### src/rtl/fwd_hazard_unit.sv
// Operand forwarding selects, load-use / multi-cycle stall detection and a stall counter.
// Sits beside the ID/EX pipeline register.
module fwd_hazard_unit #(
    parameter int unsigned REG_AW = 5,
    parameter int unsigned NRD    = 2,
    parameter int unsigned LAT_W  = 4,
    parameter int unsigned CNT_W  = 32
) (
    input  logic                  clk,
    input  logic                  rst_n,
    input  logic                  id_valid,
    input  logic [NRD*REG_AW-1:0] id_rs,
    input  logic [NRD-1:0]        id_rs_used,
    input  logic [REG_AW-1:0]     ex_rd,
    input  logic                  ex_rw,
    input  logic                  ex_is_load,
    input  logic [REG_AW-1:0]     mem_rd,
    input  logic                  mem_rw,
    input  logic [REG_AW-1:0]     wb_rd,
    input  logic                  wb_rw,
    input  logic                  mc_issue,
    input  logic [REG_AW-1:0]     mc_rd,
    input  logic [LAT_W-1:0]      mc_lat,
    input  logic                  flush,
    output logic [NRD*2-1:0]      fwd_sel,
    output logic                  stall,
    output logic                  sb_busy,
    output logic [CNT_W-1:0]      stall_cycles
);

    localparam int unsigned NREG = 2 ** REG_AW;

    logic [LAT_W-1:0] cnt_q [NREG];
    logic [LAT_W-1:0] cnt_d [NREG];
    logic [CNT_W-1:0] stall_cycles_q;
    logic             load_use;
    logic             sb_hit;

    always_comb begin
        fwd_sel = '0;
        for (int unsigned i = 0; i < NRD; i++) begin
            logic [REG_AW-1:0] rs;
            rs = id_rs[i*REG_AW +: REG_AW];
            if (mem_rw && mem_rd != '0 && rs == mem_rd) begin
                fwd_sel[i*2 +: 2] = 2'b01;
            end else if (wb_rw && wb_rd != '0 && rs == wb_rd) begin
                fwd_sel[i*2 +: 2] = 2'b10;
            end
        end
    end

    // cnt==1 means the result is already on the WB path and forwardable, so only >1 stalls.
    always_comb begin
        load_use = 1'b0;
        sb_hit   = 1'b0;
        for (int unsigned i = 0; i < NRD; i++) begin
            logic [REG_AW-1:0] rs;
            rs = id_rs[i*REG_AW +: REG_AW];
            if (id_rs_used[i]) begin
                if (ex_is_load && ex_rw && ex_rd != '0 && rs == ex_rd) begin
                    load_use = 1'b1;
                end
                if (cnt_q[rs] > LAT_W'(1)) begin
                    sb_hit = 1'b1;
                end
            end
        end
        stall = id_valid && !flush && (load_use || sb_hit);
    end

    always_comb begin
        for (int unsigned r = 0; r < NREG; r++) begin
            cnt_d[r] = (cnt_q[r] != '0) ? cnt_q[r] - LAT_W'(1) : '0;
        end
        if (mc_issue && mc_rd != '0 && mc_lat != '0) begin
            cnt_d[mc_rd] = mc_lat;
        end
        cnt_d[0] = '0;
    end

    always_comb begin
        sb_busy = 1'b0;
        for (int unsigned r = 0; r < NREG; r++) begin
            if (cnt_q[r] != '0) begin
                sb_busy = 1'b1;
            end
        end
    end

    always_ff @(posedge clk) begin
        if (!rst_n) begin
            for (int unsigned r = 0; r < NREG; r++) begin
                cnt_q[r] <= '0;
            end
            stall_cycles_q <= '0;
        end else begin
            for (int unsigned r = 0; r < NREG; r++) begin
                cnt_q[r] <= cnt_d[r];
            end
            if (stall && stall_cycles_q != '1) begin
                stall_cycles_q <= stall_cycles_q + CNT_W'(1);
            end
        end
    end

    assign stall_cycles = stall_cycles_q;

endmodule

### config.mk
export PLATFORM = sky130hd
export DESIGN_NAME = fwd_hazard_unit
export DESIGN_NICKNAME = d
export VERILOG_FILES = /design/src/rtl/fwd_hazard_unit.sv
export SDC_FILE = /design/constraint.sdc
export NUM_CORES = 1
export LEC_CHECK = 0
export ABC_AREA = 0
export CORE_MARGIN = 5
export CORE_UTILIZATION = 45
export CTS_CLUSTER_SIZE = 30
export DETAILED_ROUTE_END_ITERATION = 6
export DONT_BUFFER_PORTS = 1
export GPL_TIMING_DRIVEN = 1
export PLACE_DENSITY = 0.61
export SYNTH_ARGS = -nofsm -noshare
export SYNTH_HDL_FRONTEND = slang
export SYNTH_SLANG_ARGS = --single-unit
### constraint.sdc
create_clock -name clk -period 2.8 [get_ports clk]
set_input_delay 0.28 -clock clk [delete_from_list [all_inputs] [get_ports clk]]
set_output_delay 0.28 -clock clk [all_outputs]
set_load 0.005 [all_outputs]
# Word level (Yosys, flattened, before mapping)
# Memory sizes are Yosys's and may differ from the RTL's.
# Index checks and enable logic that the tools add are counted.
[totals]
register_bits = 32
ram_bits = 128
input_bits = 45
output_inout_bits = 38
word_cells = 248
mem_count = 1
[memory_table]
columns = ["name", "words", "word_bits", "read_ports", "rd_clocked_by_memory_dff", "write_ports", "line_no", "source"]
rows = [
  ["cnt_q", 32, 4, 34, 0, 32, "33", "logic [LAT_W-1:0] cnt_q [NREG];"],
]
[op_classes]
add_sub_neg = 33
order_cmp = 4
n_eq_ne = 7
muxes = 114
n_bitwise = 33
n_reduce_logical = 55
[ops]
columns = ["op", "n"]
rows = [
  ["$mux W4", 65],
  ["$reduce_bool A4 Y1", 33],
  ["$bwmux W128", 1],
  ["$sub A4 B1 Y4 const B", 32],
  ["$mux W124", 1],
  ["$mux W1", 42],
  ["$add A32 B1 Y32 const B", 1],
  ["$ne A32 B32 Y1 const B", 1],
  ["$or A1 B1 Y1", 32],
  ["$eq A5 B5 Y1", 6],
  ["$demux W4 S5", 1],
  ["$reduce_bool A5 Y1", 4],
  ["$logic_and A1 B1 Y1", 16],
  ["$gt A4 B1 Y1 const B", 2],
  ["$mux W2", 4],
  ["$ge A6 B6 Y1 const B", 1],
  ["$lt A6 B1 Y1 const B", 1],
  ["$not A5 Y6", 1],
  ["$logic_not A1 Y1", 1],
  ["$logic_or A1 B1 Y1", 1],
]

# Depth between registers and ports, before layout
# Gate-level depths: netlist of the first run.
# An unclocked memory read counts as a cell.
[depth]
depth_word = 34
ltp_mapped = 12
depth_no_buf = 8

# Least setup slack after synthesis of the first run
# Ideal clock, no wire load.
[synth_timing]
path_type = "input -> register"
from = "in id_rs[5]"
to = "reg stall_cycles_q[24], in the netlist stall_cycles[24]"
setup_ns = 0.072
arrival_time_ns = 2.449
t_required_ns = 2.728
slack_ns = 0.279
cell_stages = 11
path_buffers = 3
cell_sequence = "buf_6 nor4b_1 or4b_1 o2111ai_1 a311o_2 o2111ai_1 o311a_1 buf_6 buf_6 nor4_1 mux2i_1"
[synth_via]
elab_chain_cells = 7
word_cells_on_any_way = 11
classes_between = "order compare: 1; eq/ne: 1; mux: 4; reduce/logical: 4; memory: 1"
[synth_rtl]
columns = ["element", "line_no", "source"]
rows = [
  ["from (decl)", "12", "input logic [NRD*REG_AW-1:0] id_rs,"],
  ["$mem_v2 Z32 W4 or $eq A5 B5 Y1 (tied branches)", "n/a", ""],
  ["$gt A4 B1 Y1 or $logic_and A1 B1 Y1 (tied branches)", "63, 60", ""],
  ["$mux W1, on equally long branches", "63, 60", ""],
  ["$mux W1", "59", "if (id_rs_used[i]) begin"],
  ["$logic_or A1 B1 Y1 *", "68", "stall = id_valid && !flush && (load_use || sb_hit);"],
  ["$logic_and A1 B1 Y1 *", "68", ""],
  ["$logic_and A1 B1 Y1 *", "100", "if (stall && stall_cycles_q != '1) begin"],
  ["to (signal assigned)", "101", "stall_cycles_q <= stall_cycles_q + CNT_W'(1);"],
  ["to (decl)", "35", "logic [CNT_W-1:0] stall_cycles_q;"],
]
# Mark *: on every way between the ends. The rest lies on a longest branch, timed or not.
# A chain may end at the register's enable or synchronous reset.

==> results by group, run 1 <==
Outcome
  • Status: finished, final reports clean

Hold path
  • Worst hold path startpoint: mc_lat[3]
  • Hold Crit Class: in2reg
  • Worst Hold Path Cells: 2
  • Endpoint with the worst hold slack: cnt_q[7][3]$_SDFF_PN0_

Setup path
  • Max stage delay on crit path: 0.45 ns
  • Arrival time at the worst endpoint: 2.43 ns
  • Worst R2R Setup Slack: 0.13 ns
  • Worst path slowest cell: mux4_2
  • CP Launch Type: flop
  • Top delay family on crit path: compound AO/OA/AOI/OAI gates
  • Kind of end point of the critical path: primary output
  • CP required: 2.52 ns
  • CP Class: reg2out
  • R2R depth: 9
  • WP buf/inv: 2
  • Crit-path cells: nor3_1, mux4_2, nand2b_1, o211ai_1, o2111ai_2, o311a_4, buf_4, inv_1
  • Reg2Reg Capture Point: stall_cycles[17]$_SDFFE_PN0P_
  • Worst r2r src: cnt_q[10][3]$_SDFF_PN0_
  • CP Max Fanout: 5

Clocking
  • Worst skew pair latency: 0.43 ns
  • CTS H-tree depth: 4
  • Clock sink count: 156
  • Root buf cell: clkbuf_16
  • CTS max path bufs: 2
  • CTS buffer count: 17
  • Worst-path clk slew: 0.06 ns
  • CTS tree: done

Route
  • DR DRC count: 0
  • Via density per instance: 6.19
  • TritonRoute pass-1 iters: 6
  • Routed wire per std cell: 19.4 um
  • Post-route ant nets: 0
  • DR vias: 8975
  • DRT Wirelength: approximately 28000 um
  • DR iter-0 viols: 763

Logic synthesis
  • Async S/R FF share, synth: 0%
  • Syn_nets: 1205
  • Post-synth EDFFs: 0
  • Mapped Cells: 1159
  • Post-synthesis cell area: 8870 um2
  • Prevailing post-synth register cell: dfxtp_1
  • Flops & latches, synth: between 150 and 200
  • Sequential element share of the synthesized area: 35.2%
  • Synth unique cells: 57
  • Ys Warns: 0
  • Syn Area/Cell: around 7.7 um2

Power and ir drop
  • Power Density: between 500 and 600 nW/um2
  • Maximum vdd drop: 392 uV
  • Leak: 3.43 nW
  • Total power: 5.19 mW

STA
  • RSZ-0062 raised after global routing: true
  • Final hold violation count: 0
  • Fin crit period: roughly 2.7 ns
  • Final Cycle Share: 96.7%
  • Max Clk Rate: 369 MHz
  • Worst rel slew slack: 11.4%
  • WHS: 0.00809 ns
  • Worst Skew: 0.0145 ns
  • Max Slew Vio Count: 0
  • Fin Setup TNS: 0 ns
  • Worst Tran Pin Value: 1.32 ns
  • Final setup violation count: 0

Die
  • Cell Rows: 51
  • Initial Util: a little under half
  • Die height: 150 um
  • Core Area: 19500 um2
  • # IOs: 83
  • Die width: 150 um
  • Die ar.: 22600 um2

Global routing
  • Vias in the first global route: 8237
  • Initial antenna violation count: 0
  • Largest net degree at the start of global routing: 55
  • Grt ovf: 0
  • Total GRT Usage: roughly a quarter
  • Global-route wire length before repair: 44300 um

Final layout
  • Final #Nets: 1219
  • Share of cells above drive strength 1: about an eighth
  • Layout area overhead: 15.4%
  • Final Cell Area: 10200 um2
  • N_diodes: 0

Placement
  • Final Wtd Congestion: between 0.8 and 0.9
  • Dpl cell area: 9320 um2
  • DP Wirelength: about 18000 um
  • IO buf count: 0

Run
  • Max-cap violations: 0
[worst reg2reg max path, cell delays in order, from the launching register on]
cell,delay (ns)
dfxtp_1,0.36
nor3_1,0.09
mux4_2,0.45
nand2b_1,0.16
o211ai_1,0.11
o2111ai_2,0.15
o311a_4,0.45
buf_12,0.18
or4_1,0.51
a21oi_1,0.14
[through the flow]
stage / cells / utilization, % / setup WS (ns)
floorplan: 1159 / - / 0.279
global placement: 1409 / 47.9 / 0.148
detailed placement: 1409 / 47.9 / 0.0632
CTS: 1451 / 52.1 / 0.00422
global route: 1451 / 52.6 / -0.0229
finish: 1451 / 52.6 / 0.0916
[cells in the mapped netlist, types with 8 or more instances]
| library cell | instances | area, um2 |
|---|---|---|
| nor3_1 | 118 | 591 |
| or3_1 | 19 | 119 |
| buf_2 | 8 | 40.0 |
| nand2b_1 | 18 | 113 |
| o311ai_0 | 33 | 289 |
| clkbuf_1 | 47 | 176 |
| a211oi_1 | 32 | 240 |
| inv_1 | 8 | 30.0 |
| o21ai_0 | 54 | 270 |
| nand4_1 | 17 | 106 |
| xor2_1 | 24 | 210 |
| nand2_1 | 86 | 323 |
| nor4_1 | 37 | 231 |
| dfxtp_1 | 156 | 3120 |
| nor2_1 | 170 | 638 |
| nand3_1 | 36 | 180 |
| a21oi_1 | 135 | 676 |
| mux2i_1 | 23 | 230 |
| xnor2_1 | 8 | 70.1 |
| or4b_2 | 30 | 300 |
[cells by family (layout without fill, tap and decap cells)]
family,after synthesis,after routing,synth area share (%)
adder cells (fa/ha/maj),1,1,0.141
XOR/XNOR,32,32,3.16
buffers and inverters,73,100,3.58
AND/OR/NAND/NOR,578,578,33.6
flip-flops,156,156,35.2
AO/OA/AOI/OAI,289,289,20.0
multiplexers,30,30,4.37
[layout by cell type, fill, tap and decap left out, drive strengths merged, types with 17 or more instances in the layout]
master | Yosys | layout
nor3 | 118 | 118
or3 | 19 | 19
a21oi | 135 | 135
mux2i | 23 | 23
clkbuf | 47 | 18
nand2 | 86 | 86
or4b | 31 | 31
nand2b | 18 | 18
nor2 | 170 | 170
buf | 17 | 51
a211oi | 32 | 32
o21ai | 54 | 54
nor4 | 40 | 40
nand3 | 36 | 36
nand4 | 17 | 17
xor2 | 24 | 24
o311ai | 33 | 33
dfxtp | 156 | 156
[worst max-delay path by stage]
stage,from,endpoint,slack [ns],cells past startpoint
final,cnt_q[10][3]$_SDFF_PN0_,stall,0.09,8
after global routing,stall_cycles[5]$_SDFFE_PN0P_,stall_cycles[24]$_SDFFE_PN0P_,-0.02,8
after CTS,cnt_q[30][1]$_SDFF_PN0_,stall,0.004,7
after detailed placement,cnt_q[10][2]$_SDFF_PN0_,stall_cycles[17]$_SDFFE_PN0P_,0.06,9
after global placement,cnt_q[11][2]$_SDFF_PN0_,stall_cycles[17]$_SDFFE_PN0P_,0.15,9
after floorplan,id_rs[5],stall_cycles[24]$_SDFFE_PN0P_,0.28,11
[sequential cells by signal (all words and copies together), names as in the netlist]
| signal | flops |
|---|---|
| cnt_q | 124 |
| stall_cycles | 32 |
[routing by layer]
layer | wire [um] | global-route usage, % | vias to the layer above
met5 | 0 | 0 | -
met4 | 746 | 8.87 | 0
met3 | 2450 | 5.99 | 55
met2 | 12700 | 39.4 | 334
met1 | 12200 | 32.9 | 4204
li1 | - | - | 4382
[where the power goes]
group	switching, mW	internal [mW]	leakage [nW]	total [mW]
combinational	0.227	0.150	1.86	0.377
clock	1.01	1.54	0.314	2.54
sequential	0.0283	2.24	1.26	2.27
total	1.26	3.93	3.43	5.19
[final cells by class]
type	count	area, um2
fill	1850	9220
multi-input combinational	930	5590
sequential	156	3130
timing repair buffer	59	513
clock buffer	18	439
tap	265	332
clock inverter	14	205
inverter	9	36.3
[repair_timing]
action                     CTS  global route
buffers inserted             0             0
setup endpoints to repair    1             8
resized for setup           10            21
hold endpoints to repair    71             0
pin swaps                    2             1
hold buffers                10             0
Power figures use the tool's default switching activity.
==> run 2, diff against run 1 <==
==> constraint.sdc (replaced) <==
create_clock -name clk -period 2.8 [get_ports clk]
set_input_delay 0.28 -clock clk [delete_from_list [all_inputs] [get_ports clk]]
set_output_delay 0.28 -clock clk [all_outputs]
set_load 0.05 [all_outputs]
==> results by group, run 2 (synthesized netlist as in run 1, its figures left out) <==
Setup path
  • CP Launch Type: flop
  • Worst r2r src: cnt_q[26][2]$_SDFF_PN0_
  • Arrival time at the worst endpoint: 2.42 ns (about the same)
  • CP Class: reg2out
  • CP Max Fanout: 6 (+1)
  • Crit path from: cnt_q[9][1]$_SDFF_PN0_
  • Kind of end point of the critical path: primary output
  • CP required: 2.52 ns (about the same)

Route
  • DR vias: 9227 (+2.8%)
  • DRT Wirelength: 28300 um (+0.58%)
  • Post-route ant nets: 0 (unchanged)
  • Routed wire per std cell: 19.1 um (-1.5%)
  • DR iter-0 viols: 767 (+0.52%)
  • Via density per instance: 6.23 (+0.73%)
  • TritonRoute pass-1 iters: 7 (+1)
  • DR DRC count: 1 (+1)

Global routing
  • Global-route wire length before repair: 44900 um (+1.4%)
  • Grt ovf: 0 (unchanged)
  • Initial antenna violation count: 0 (unchanged)
  • Total GRT Usage: 25.1% (+0.31 points)
  • Largest net degree at the start of global routing: 63 (+15%)
  • Vias in the first global route: 8329 (+1.1%)

Final layout
  • Fillers: 1882 (+1.7%)
  • Max reg flops: 124 (unchanged)
  • Post-Layout Cell Count: 1481 (+2.1%)
  • Commonest non-fill, non-tap cell in the layout: nor2_1
  • Largest register by flop count: cnt_q
  • Final #Nets: 1249 (+2.5%)
  • Layout area overhead: 17.6%
  • Share of cells above drive strength 1: 15.7% (+2.6 points)
  • N_diodes: 0 (unchanged)
  • Most frequent cells in the layout: nor2_1, dfxtp_1, a21oi_1
  • Fin util: 53.6% (+1.0 points)

Die
  • Initial Util: 45.6% (unchanged)
  • Die width: 150 um (unchanged)
  • Core Area: 19500 um2 (unchanged)
  • Die height: 150 um (unchanged)
  • Cell Rows: 51 (unchanged)
  • Die ar.: 22600 um2 (unchanged)
  • # IOs: 83 (unchanged)

STA
  • Max Clk Rate: 370 MHz (+0.33%)
  • RSZ-0062 raised after global routing: true
  • Worst rel slew slack: 11.9% (+0.53 points)
  • Fin Setup TNS: 0 ns (unchanged)
  • Final hold violation count: 0 (unchanged)
  • Worst Tran Pin Value: 1.31 ns (-0.00792 ns)
  • Worst Skew: 0.00990 ns (-0.00463 ns)
  • Fin crit period: 2.70 ns (-0.00898 ns)
  • Max Slew Vio Count: 0 (unchanged)
  • Final setup violation count: 0 (unchanged)
  • PnR worst setup slack: 0.101 ns (+0.00898 ns)
  • Final Cycle Share: 96.4% (-0.32 points)

Clocking
  • CTS buffer count: 17 (unchanged)
  • Worst-path clk slew: 0.07 ns (about the same)
  • CTS max path bufs: 2 (unchanged)
  • Worst skew pair latency: 0.43 ns (about the same)
  • CTS tree: done
  • Clock sink count: 156 (unchanged)
  • CTS H-tree depth: 4 (unchanged)
  • Root buf cell: clkbuf_16

Placement
  • Final Wtd Congestion: 0.876 (+2.8%)
  • Pre-CTS WS: 0.0861 ns (+0.0229 ns)
  • Placed cells: 1441 (+2.3%)
  • DP Wirelength: 18600 um (+1.7%)
  • IO buf count: 0 (unchanged)

Outcome
  • Status: complete, but fails checks
  • Failing checks: DRC

Run
  • Max-cap violations: 0 (unchanged)

Power and ir drop
  • Leak: 3.53 nW (+3.1%)
  • Maximum vdd drop: 340 uV (-13%)
  • Power Density: 476 nW/um2 (-6.2%)
  • Total power: 4.96 mW (-4.4%)

Hold path
  • Hold Crit Class: in2reg
  • Worst hold path startpoint: rst_n
## run 2: what timing repair did
action / in CTS / in global routing
gates resized for setup: 10 / 29
pin swaps: 1 / 4
setup buffers: 1 / 0
endpoints found under the hold margin: 87 / 0
hold buffers: 7 / 0
setup endpoints to repair: 2 / 22
## run 2: worst max-delay path: stages (launching register included)
cell and delay, ns:
dfxtp_1 0.31, buf_4 0.15, nor4_1 0.55, nand4_1 0.21
nor3_1 0.36, nand3_1 0.18, buf_4 0.22
## run 2: cell type report
| cell class | count | area [um2] | share of cell area [%] |
|---|---|---|---|
| Multi-Input combinational cell | 930 | 5630 | 54.0 |
| Sequential cell | 156 | 3130 | 30.0 |
| Tap cell | 265 | 332 | 3.18 |
| Inverter | 9 | 36.3 | 0.348 |
| Timing Repair Buffer | 89 | 734 | 7.04 |
| Clock buffer | 20 | 457 | 4.38 |
| Clock inverter | 12 | 115 | 1.10 |
## run 2: path summary, 6_finish.rpt
check                                        to  slack [ns]  depth (start not counted)
setup / recovery                        sb_busy        0.10                          6
hold / removal     stall_cycles[6]$_SDFFE_PN0P_       0.008                          2
setup reg to reg  stall_cycles[10]$_SDFFE_PN0P_        0.14                         10
hold reg to reg         cnt_q[29][3]$_SDFF_PN0_        0.55                          2
## run 2: layer usage
| layer | wire (um) | global-route usage [%] |
|---|---|---|
| met1 | 12400 | 34.3 |
| met2 | 12800 | 39.5 |
| met3 | 2590 | 6.50 |
| met4 | 514 | 6.86 |
| met5 | 0 | 0 |
## run 2: where the power goes
group          leakage (nW)  internal, mW  switching (mW)  total [mW]
Sequential             1.26          2.24          0.0264        2.26
Clock                 0.278          1.28           0.990        2.27
Combinational          2.00         0.162           0.265       0.427
## run 2: per-stage QoR
step                      hold WS, ns  instance area (um2)
after global placement          0.412                 9590
after floorplan                 0.428                 8890
after global routing          0.00191                10400
final                         0.00828                10400
after detailed placement        0.409                 9590
after CTS                    0.000196                10300
